$ cat config.mk
export PLATFORM = sky130hd
export DESIGN_NAME = regfile_wb_arbiter_flat
export DESIGN_NICKNAME = d
export VERILOG_FILES = /design/src/rtl/regfile_wb_arbiter_if.sv /design/src/rtl/regfile_wb_arbiter.sv /design/src/flat_wrapper.sv
export SDC_FILE = /design/constraint.sdc
export NUM_CORES = 1
export LEC_CHECK = 0
export ABC_AREA = 1
export BUFFER_PORTS_ARGS = -buffer_cell sky130_fd_sc_hd__buf_2
export CAP_MARGIN = 40
export CORE_MARGIN = 5
export CORE_UTILIZATION = 50
export CTS_CLUSTER_DIAMETER = 30
export CTS_CLUSTER_SIZE = 25
export DETAILED_ROUTE_END_ITERATION = 16
export GPL_TIMING_DRIVEN = 0
export PLACE_DENSITY = 0.86
export SKIP_CTS_REPAIR_TIMING = 1
export SYNTH_ARGS = -nofsm -noshare
export SYNTH_HDL_FRONTEND = slang
export SYNTH_SLANG_ARGS = --single-unit
$ cat constraint.sdc
create_clock -name clk -period 5.2 [get_ports clk]
set_clock_uncertainty 0.05 [all_clocks]
set_input_delay 1.56 -clock clk [delete_from_list [all_inputs] [get_ports clk]]
set_output_delay 1.56 -clock clk [all_outputs]
set_load 0.03 [all_outputs]
$ cat src/rtl/regfile_wb_arbiter_if.sv
// Writeback bundle between the two requesters (ALU, LSU) and the arbiter,
// plus the arbiter's registered drive of the int_regfile write port.
interface regfile_wb_arbiter_if #(
  parameter int XLEN = 64
);
  logic            req0_valid_in;
  logic [4:0]      req0_addr_in;
  logic [XLEN-1:0] req0_data_in;
  logic            req0_ready_out;

  logic            req1_valid_in;
  logic [4:0]      req1_addr_in;
  logic [XLEN-1:0] req1_data_in;
  logic            req1_ready_out;

  logic            wen_out;
  logic [4:0]      waddr_out;
  logic [XLEN-1:0] wdata_out;

  // Arbiter side.
  modport slave (
    input  req0_valid_in, req0_addr_in, req0_data_in,
    input  req1_valid_in, req1_addr_in, req1_data_in,
    output req0_ready_out, req1_ready_out,
    output wen_out, waddr_out, wdata_out
  );

  // Requester / regfile side.
  modport master (
    output req0_valid_in, req0_addr_in, req0_data_in,
    output req1_valid_in, req1_addr_in, req1_data_in,
    input  req0_ready_out, req1_ready_out,
    input  wen_out, waddr_out, wdata_out
  );
endinterface

$ cat src/rtl/regfile_wb_arbiter.sv
// Round-robin arbiter sharing the int_regfile write port between ALU and LSU
// writeback; x0 writes are swallowed without a grant, the port is registered.
module regfile_wb_arbiter #(
  parameter int XLEN  = 64,
  parameter int CNT_W = 32
) (
  input  logic                 clk,
  input  logic                 rst,
  input  logic                 stall_in,
  regfile_wb_arbiter_if.slave  wb,
  output logic [CNT_W-1:0]     wr_count_out
);

  typedef enum logic {
    PRIO_REQ0 = 1'b0,
    PRIO_REQ1 = 1'b1
  } prio_e;

  prio_e            prio_q, prio_d;
  logic             wen_q, wen_d;
  logic [4:0]       waddr_q, waddr_d;
  logic [XLEN-1:0]  wdata_q, wdata_d;
  logic [CNT_W-1:0] cnt_q, cnt_d;

  logic elig0, elig1, zero0, zero1, gnt0, gnt1;

  // Nothing is accepted while reset is asserted, so a request presented in a
  // reset cycle must be re-presented after release.
  assign zero0 = rst && wb.req0_valid_in && (wb.req0_addr_in == 5'd0);
  assign zero1 = rst && wb.req1_valid_in && (wb.req1_addr_in == 5'd0);
  assign elig0 = rst && !stall_in && wb.req0_valid_in && (wb.req0_addr_in != 5'd0);
  assign elig1 = rst && !stall_in && wb.req1_valid_in && (wb.req1_addr_in != 5'd0);

  assign gnt0 = elig0 && (!elig1 || (prio_q == PRIO_REQ0));
  assign gnt1 = elig1 && (!elig0 || (prio_q == PRIO_REQ1));

  assign wb.req0_ready_out = gnt0 || zero0;
  assign wb.req1_ready_out = gnt1 || zero1;

  // NOTE: every next-state signal gets a default first so no path leaves it
  // unassigned; otherwise this always_comb would infer latches.
  always_comb begin
    prio_d  = prio_q;
    wen_d   = 1'b0;
    waddr_d = waddr_q;
    wdata_d = wdata_q;
    cnt_d   = cnt_q;
    if (gnt0) begin
      prio_d  = PRIO_REQ1;
      wen_d   = 1'b1;
      waddr_d = wb.req0_addr_in;
      wdata_d = wb.req0_data_in;
      cnt_d   = cnt_q + 1'b1;
    end else if (gnt1) begin
      prio_d  = PRIO_REQ0;
      wen_d   = 1'b1;
      waddr_d = wb.req1_addr_in;
      wdata_d = wb.req1_data_in;
      cnt_d   = cnt_q + 1'b1;
    end
  end

  // NOTE: state uses non-blocking assignments so all registers update
  // together from values sampled at the same edge.
  always_ff @(posedge clk) begin
    if (!rst) begin
      prio_q  <= PRIO_REQ0;
      wen_q   <= 1'b0;
      waddr_q <= '0;
      wdata_q <= '0;
      cnt_q   <= '0;
    end else begin
      prio_q  <= prio_d;
      wen_q   <= wen_d;
      waddr_q <= waddr_d;
      wdata_q <= wdata_d;
      cnt_q   <= cnt_d;
    end
  end

  assign wb.wen_out   = wen_q;
  assign wb.waddr_out = waddr_q;
  assign wb.wdata_out = wdata_q;
  assign wr_count_out = cnt_q;

endmodule

$ cat src/flat_wrapper.sv
// flat-port wrapper written by rule: the top's interface ports become plain ports
module regfile_wb_arbiter_flat 
#(
  parameter int XLEN  = 64,
  parameter int CNT_W = 32
)
  (clk, rst, stall_in, wr_count_out, wb_req0_valid_in, wb_req0_addr_in, wb_req0_data_in, wb_req1_valid_in, wb_req1_addr_in, wb_req1_data_in, wb_req0_ready_out, wb_req1_ready_out, wb_wen_out, wb_waddr_out, wb_wdata_out);
  regfile_wb_arbiter_if #(.XLEN(XLEN)) wb_i ();
  input  logic clk;
  input  logic rst;
  input  logic stall_in;
  output logic [CNT_W-1:0] wr_count_out;
  input wire logic [$bits(wb_i.req0_valid_in)-1:0] wb_req0_valid_in;
  input wire logic [$bits(wb_i.req0_addr_in)-1:0] wb_req0_addr_in;
  input wire logic [$bits(wb_i.req0_data_in)-1:0] wb_req0_data_in;
  input wire logic [$bits(wb_i.req1_valid_in)-1:0] wb_req1_valid_in;
  input wire logic [$bits(wb_i.req1_addr_in)-1:0] wb_req1_addr_in;
  input wire logic [$bits(wb_i.req1_data_in)-1:0] wb_req1_data_in;
  output wire logic [$bits(wb_i.req0_ready_out)-1:0] wb_req0_ready_out;
  output wire logic [$bits(wb_i.req1_ready_out)-1:0] wb_req1_ready_out;
  output wire logic [$bits(wb_i.wen_out)-1:0] wb_wen_out;
  output wire logic [$bits(wb_i.waddr_out)-1:0] wb_waddr_out;
  output wire logic [$bits(wb_i.wdata_out)-1:0] wb_wdata_out;
  assign wb_i.req0_valid_in = wb_req0_valid_in;
  assign wb_i.req0_addr_in = wb_req0_addr_in;
  assign wb_i.req0_data_in = wb_req0_data_in;
  assign wb_i.req1_valid_in = wb_req1_valid_in;
  assign wb_i.req1_addr_in = wb_req1_addr_in;
  assign wb_i.req1_data_in = wb_req1_data_in;
  assign wb_req0_ready_out = wb_i.req0_ready_out;
  assign wb_req1_ready_out = wb_i.req1_ready_out;
  assign wb_wen_out = wb_i.wen_out;
  assign wb_waddr_out = wb_i.waddr_out;
  assign wb_wdata_out = wb_i.wdata_out;
  regfile_wb_arbiter #(.XLEN(XLEN), .CNT_W(CNT_W)) u_core (.clk(clk), .rst(rst), .stall_in(stall_in), .wb(wb_i), .wr_count_out(wr_count_out));
endmodule
==> results by group, run 1 <==
Layout
  – Fillers: ~900
  – Commonest non-fill, non-tap cell in the layout: nand2_1
  – Most frequent cells in the layout: nand2_1, buf_2, nand3_1
  – FF+latch area: 2060 um2
  – Layout area overhead: 31.0%
  – Area occupied by multi-input gates: ~2600 um2
  – Nets@finish: between 1000 and 1500
  – Fraction of layout cells with a size suffix above 1: ~29%
  – Ant. Diodes: 0

Clock tree
  – Clock buffer depth: 2
  – Cts bufs inserted: 9
  – Clock slew at reported path FFs: ~100 ps
  – Worst-Skew Late Latency: 380 ps
  – Clock root cell: clkbuf_8
  – H-tree depth: 3
  – CTS tree: done
  – CTS sink cnt: between 100 and 150

GRT
  – Initial antenna violation count: 0
  – Vias in the first global route: roughly 5700
  – Largest net degree at the start of global routing: 19
  – First-pass GRT wire length: about 28000 um
  – GR Overflow Total: 0
  – Total GRT Usage: 27.3%

Logic synthesis
  – Post-synthesis cell area: 5120 um2
  – Synth Area in XOR/XNOR: 1.03%
  – Ys flop type: dfxtp_1
  – Largest family of logic cells by synthesized area: simple AND/OR/NAND/NOR gates
  – Post-Synth Simple-Gate Area: 45.4%
  – FFs w/ async S/R, synth: 0%
  – Syn Inst Count: between 800 and 900
  – Synth Net Count: 951
  – Post-synthesis mux area share: 0%
  – Netlist cell types: 28
  – Synth Area in Compound Gates: 3.25%
  – Number of flops mapped to enable cells by yosys: 0
  – YS warnings: 0
  – Post-Synth Adder-Cell Area: less than 1%
  – Sequential cell area fraction in the yosys report: between 40 and 50%
  – Mean area per synthesized cell: 6.34 um2
  – Flop and latch count out of synthesis: between 100 and 150

Power
  – Power, Total: about 1.7 mW
  – Maximum vdd ir drop: between 150 and 200 uV
  – Leakage: approximately 3.6 nW
  – P per Cell Area: approximately 250 nW/um2

Worst setup path
  – CP endpoint kind: primary output
  – CP startpoint kind: input pin
  – Critical Path RT: between 3000 and 4000 ps
  – Max FO, Critical Path: 9
  – Crit path DAT: about 2700 ps
  – Worst Setup Path Type: in -> out

STA
  – Fin. Hold Viols: 0
  – Worst slew pin tran: 606 ps
  – Final period utilization: a little over four fifths
  – WHS: 408 ps
  – Crit path time final: 4350 ps
  – TNS Setup: 0 ps
  – Final setup violating endpoints: 0
  – FMAX: roughly 230 MHz
  – Unrepaired setup endpoints after global routing: false
  – Relative slew slack: 59.6%
  – Slew Viols, Final: 0

Floorplanning
  – Initial core utilization: 50.5%
  – Die Wd: approximately 110 um
  – IO Pins: about 250
  – Core ar.: just over 10000 um2
  – Die ar.: 12400 um2
  – Row Count: 37
  – Die height: ~110 um

Detailed routing
  – Remaining DRCs: 0
  – First-pass DRT Iterations: 5
  – Avg WL per Cell: 14.8 um
  – Vias per cell: approximately 5.2
  – Via Count: between 6000 and 7000
  – DRT antenna net count: 0
  – DR iter-0 viols: around 520
  – Detailed Route WL: between 15000 and 20000 um

Placement
  – IO buf count: ~250
  – HPWL Detailed: between 10000 and 15000 um
  – GP Congestion: a little under 1

Job
  – Max-cap violation count: 0

Status
  – Status: complete, no violations

Hold path
  – Worst hold path type: reg -> reg
sequential cells by signal, indices dropped and copies added (netlist names):
signal               flops
u_core.prio_q            1
u_core.wb.waddr_out      5
u_core.wb.wdata_out     64
u_core.wb.wen_out        1
u_core.wr_count_out     32
Yosys cell counts, types with 2 or more instances:
cell type | number | share of area (%)
nand2_1 | 289 | 21
inv_1 | 78 | 5.7
xor2_1 | 3 | 0.51
buf_4 | 2 | 0.29
nand3_1 | 165 | 16
buf_2 | 27 | 2.6
a21oi_1 | 22 | 2.2
dfxtp_1 | 103 | 40
nand4_1 | 6 | 0.73
nor2_2 | 4 | 0.49
o21ai_0 | 3 | 0.29
nor3b_1 | 3 | 0.44
xnor2_1 | 3 | 0.51
nor2_1 | 64 | 4.7
clkbuf_1 | 8 | 0.59
and3_1 | 2 | 0.24
inv_2 | 5 | 0.37
o31ai_1 | 2 | 0.29
nor3_1 | 6 | 0.59
nand2_2 | 4 | 0.49
report_power, final:
part / total (mW) / internal [mW] / switching [mW]
Clock: 0.502 / 0.195 / 0.306
Sequential: 0.852 / 0.830 / 0.0221
Combinational: 0.328 / 0.112 / 0.216
Total: 1.68 / 1.14 / 0.544
per-layer routing:
layer / GRT usage (%) / vias up / routed length [um]
met5: 0 / - / 0
met4: 9.89 / 0 / 459
met3: 5.40 / 39 / 1530
met2: 47.6 / 326 / 8780
met1: 33.2 / 2821 / 7040
li1: - / 3056 / -
layout make-up:
| cell class | count | share of cell area [%] |
|---|---|---|
| Sequential cell | 103 | 30.7 |
| Tap cell | 136 | 2.54 |
| Inverter | 84 | 4.70 |
| Timing Repair Buffer | 246 | 18.4 |
| Buffer | 38 | 2.74 |
| Clock inverter | 6 | 0.746 |
| Clock buffer | 10 | 2.05 |
| Multi-Input combinational cell | 582 | 38.1 |
critical path, stage by stage:
cell and delay, ps:
buf_2 130, nor2_1 100, nand3_1 120, nand2_2 130, inv_2 100, nand2_2 150
nand2_1 110, o31ai_1 80, buf_2 260
final timing paths:
path | startpoint | endpoint | slack, ps | cells after the start
worst max register to register | u_core.wr_count_out[0] | u_core.wr_count_out[20] | 3280 | 10
worst min register to register | u_core.wb.wdata_out[61] | u_core.wb.wdata_out[61] | 410 | 2
worst max-delay path | wb_req0_addr_in[1] | wb_req1_ready_out | 850 | 9
worst min-delay path | u_core.wb.wdata_out[61] | u_core.wb.wdata_out[61] | 410 | 2
through the flow:
step | area, um2 | std cells | utilization (%) | setup WS, ps
after CTS | 6710 | 1205 | 66.2 | 864
after global routing | 6710 | 1205 | 66.2 | 719
after detailed placement | 6520 | 1189 | 64.3 | 866
after floorplan | 5120 | 807 | - | 957
after global placement | 6520 | 1189 | 64.3 | 882
final | 6710 | 1205 | 66.2 | 853
cells by family after synthesis:
logic type	count (synthesis)
flip-flops	103
buffers and inverters	122
AO/OA/AOI/OAI	30
AND/OR/NAND/NOR	545
adder cells (fa/ha/maj)	1
XOR/XNOR	6
(Power assumes the default switching activity.)
==> run 2, diff against run 1 <==
- ABC_AREA: 1 -> 0
- CORE_UTILIZATION: 50 -> 40
- PLACE_DENSITY: 0.86 -> 0.77
- clock period: 5.2 -> 3.9 ns (I/O delays scaled with it)
==> run 2 against run 1 <==
The flow now finishes with violations (setup timing). First-iteration DRC count down 46%. Hold slack better by 9.3 ps. Worst setup slack worse by 880 ps. Critical endpoint is now wb_req0_ready_out.
==> results by group, run 2 <==
Status
  – Status: finished with violations
  – Violated checks: setup timing

Power
  – Leakage: 2.87 nW (-20%)
  – Maximum vdd ir drop: 166 uV (-2.3%)
  – P per Cell Area: 356 nW/um2 (+42%)

Logic synthesis
  – Most common cell in the netlist: dfxtp_1
  – Ys flop type: dfxtp_1
  – Cell taking the most area after synthesis: dfxtp_1
  – YS warnings: 0 (unchanged)
  – Ranking of synthesized cells by area: dfxtp_1, a221o_1, and2_1
  – Post-synthesis cell area: 4340 um2 (-15%)
  – Synth Net Count: 580 (-39%)
  – Flop and latch count out of synthesis: 103 (unchanged)
  – FFs w/ async S/R, synth: 0% (unchanged)
  – Sequential cell area fraction in the yosys report: 47.5% (+7.3 points)
  – Number of flops mapped to enable cells by yosys: 0 (unchanged)
  – Mean area per synthesized cell: 9.95 um2 (+57%)
  – Syn Inst Count: 436 (-46%)
  – Commonest cells post-synth: dfxtp_1, a221o_1, and2_1
  – Netlist cell types: 39 (+39%)
  – Area fraction of the dominant cell type after synthesis: 47.5% (+7.3 points)

Job
  – Max-cap violation count: 0 (unchanged)

Detailed routing
  – Vias per cell: 5.38 (+3.9%)
  – Avg WL per Cell: 17.4 um (+18%)
  – Detailed Route WL: 14800 um (-17%)
  – DRT antenna net count: 0 (unchanged)
  – Via Count: 4587 (-27%)
  – DR iter-0 viols: 283 (-46%)
  – First-pass DRT Iterations: 5 (unchanged)
  – Remaining DRCs: 0 (unchanged)

Layout
  – Fraction of layout cells with a size suffix above 1: 42.6% (+14 points)
  – Max FFs per register: 64 (unchanged)
  – Nets@finish: 851 (-30%)
  – Most frequent cells in the layout: buf_2, dfxtp_1, a221o_1
  – Ant. Diodes: 0 (unchanged)
  – Fillers: 1008 (+8.7%)
  – Commonest non-fill, non-tap cell in the layout: buf_2
  – Layout area overhead: 41.5%

Placement
  – HPWL Detailed: 11700 um (-16%)
  – Pre-CTS setup slack: -709 ps (-1580 ps)
  – IO buf count: 246 (unchanged)
  – GP Congestion: 0.894 (-9.2%)

Hold path
  – Worst hold path type: reg -> reg

GRT
  – Vias in the first global route: 4427 (-23%)
  – Initial antenna violation count: 3 (+3)
  – Total GRT Usage: 21.5% (-5.7 points)
  – GR Overflow Total: 0 (unchanged)
  – First-pass GRT wire length: 22300 um (-20%)
  – Largest net degree at the start of global routing: 19 (unchanged)

Worst setup path
  – CP endpoint kind: primary output
  – Crit path DAT: 2700 ps (-40 ps)
  – Worst Setup Path Type: in -> out
  – CP startpoint kind: input pin
  – Critical Path RT: 2680 ps (-910 ps)
  – Max FO, Critical Path: 3 (-6)

STA
  – Relative slew slack: 59.6% (about the same)
  – Final setup violating endpoints: 1 (+1)
  – Final period utilization: 101%
  – Worst slew pin tran: 591 ps (-14.4 ps)
  – Slew Viols, Final: 0 (unchanged)
  – Worst setup margin: -23.5 ps (-876 ps)
  – Crit path time final: 3920 ps
  – FMAX: ~250 MHz
  – Unrepaired setup endpoints after global routing: true
  – TNS Setup: -23.5 ps (-23.5 ps)
  – Fin. Hold Viols: 0 (unchanged)

Floorplanning
  – Die height: 114 um (+2.7%)
  – IO Pins: 247 (unchanged)
  – Core ar.: 10700 um2 (+6.0%)
  – Die ar.: 13000 um2 (+5.4%)
  – Die Wd: 114 um (+2.7%)
  – Row Count: 38 (+2.7%)
  – Initial core utilization: 40.4% (-10 points)

Clock tree
  – Clock buffer depth: 2 (unchanged)
  – CTS sink cnt: 103 (unchanged)
  – Cts bufs inserted: 9 (unchanged)
  – Clock root cell: clkbuf_8
  – CTS tree: done
  – Worst-Skew Late Latency: 360 ps (-20 ps)
  – Clock slew at reported path FFs: 100 ps (about the same)
  – H-tree depth: 3 (unchanged)
==> run 2: path summary, 6_finish.rpt <==
path | start | end | slack, ps | cells past startpoint
max | wb_req1_addr_in[2] | wb_req0_ready_out | -20 | 7
min | u_core.wb.wdata_out[63] | u_core.wb.wdata_out[63] | 420 | 2
max reg2reg | u_core.wr_count_out[0] | u_core.wr_count_out[22] | 1670 | 7
min reg2reg | u_core.wb.wdata_out[63] | u_core.wb.wdata_out[63] | 420 | 2
==> run 2: area by class of cell <==
class / instances / area, um2 / share of cell area, %
Buffer: 30 / 144 / 2.34
Clock buffer: 10 / 138 / 2.24
Clock inverter: 6 / 52.6 / 0.856
Inverter: 7 / 26.3 / 0.428
Multi-Input combinational cell: 295 / 2160 / 35.2
Sequential cell: 103 / 2060 / 33.6
Tap cell: 140 / 175 / 2.85
Timing Repair Buffer: 261 / 1380 / 22.5
==> run 2: power by group <==
group | total (mW) | internal, mW | leakage [nW] | switching, mW
clock | 0.648 | 0.260 | 0.0978 | 0.388
sequential | 1.14 | 1.11 | 0.841 | 0.0340
combinational | 0.397 | 0.162 | 1.93 | 0.235
total | 2.19 | 1.53 | 2.87 | 0.656
==> run 2: routing by layer <==
layer	vias to the layer above	part of all wire (%)	GRT usage (%)
met5	-	0.28	0
met4	6	2.6	8.79
met3	33	6.8	4.49
met2	193	49	35.8
met1	2158	41	27.2
li1	2197	-	-
==> run 2: logic make-up after synthesis <==
kind of cell,synth area share [%]
multiplexers,1.87
buffers and inverters,3.86
AO/OA/AOI/OAI,24.2
AND/OR/NAND/NOR,20.0
XOR/XNOR,2.22
flip-flops,47.5
adder cells (fa/ha/maj),0.288
==> run 2: stage by stage <==
| step | hold WS [ps] | utilization, % | cells | cell area, um2 | power [mW] |
|---|---|---|---|---|---|
| 4_1_cts | 423 | 55.4 | 838 | 5950 | 2.19 |
| 6_report | 417 | 57.1 | 852 | 6140 | 2.19 |
| 5_1_grt | 437 | 57.1 | 852 | 6140 | 2.29 |
| 3_3_place_gp | 397 | 53.6 | 822 | 5760 | 1.53 |
| 3_5_place_dp | 408 | 53.6 | 822 | 5760 | 1.54 |
| 2_1_floorplan | 514 | - | 436 | 4360 | 1.38 |
==> run 2: critical path: stages <==
cell and delay, ps:
buf_6 90, or4_4 570, o21a_1 240, a211oi_4 270, buf_6 150, a31o_4 90
buf_6 130
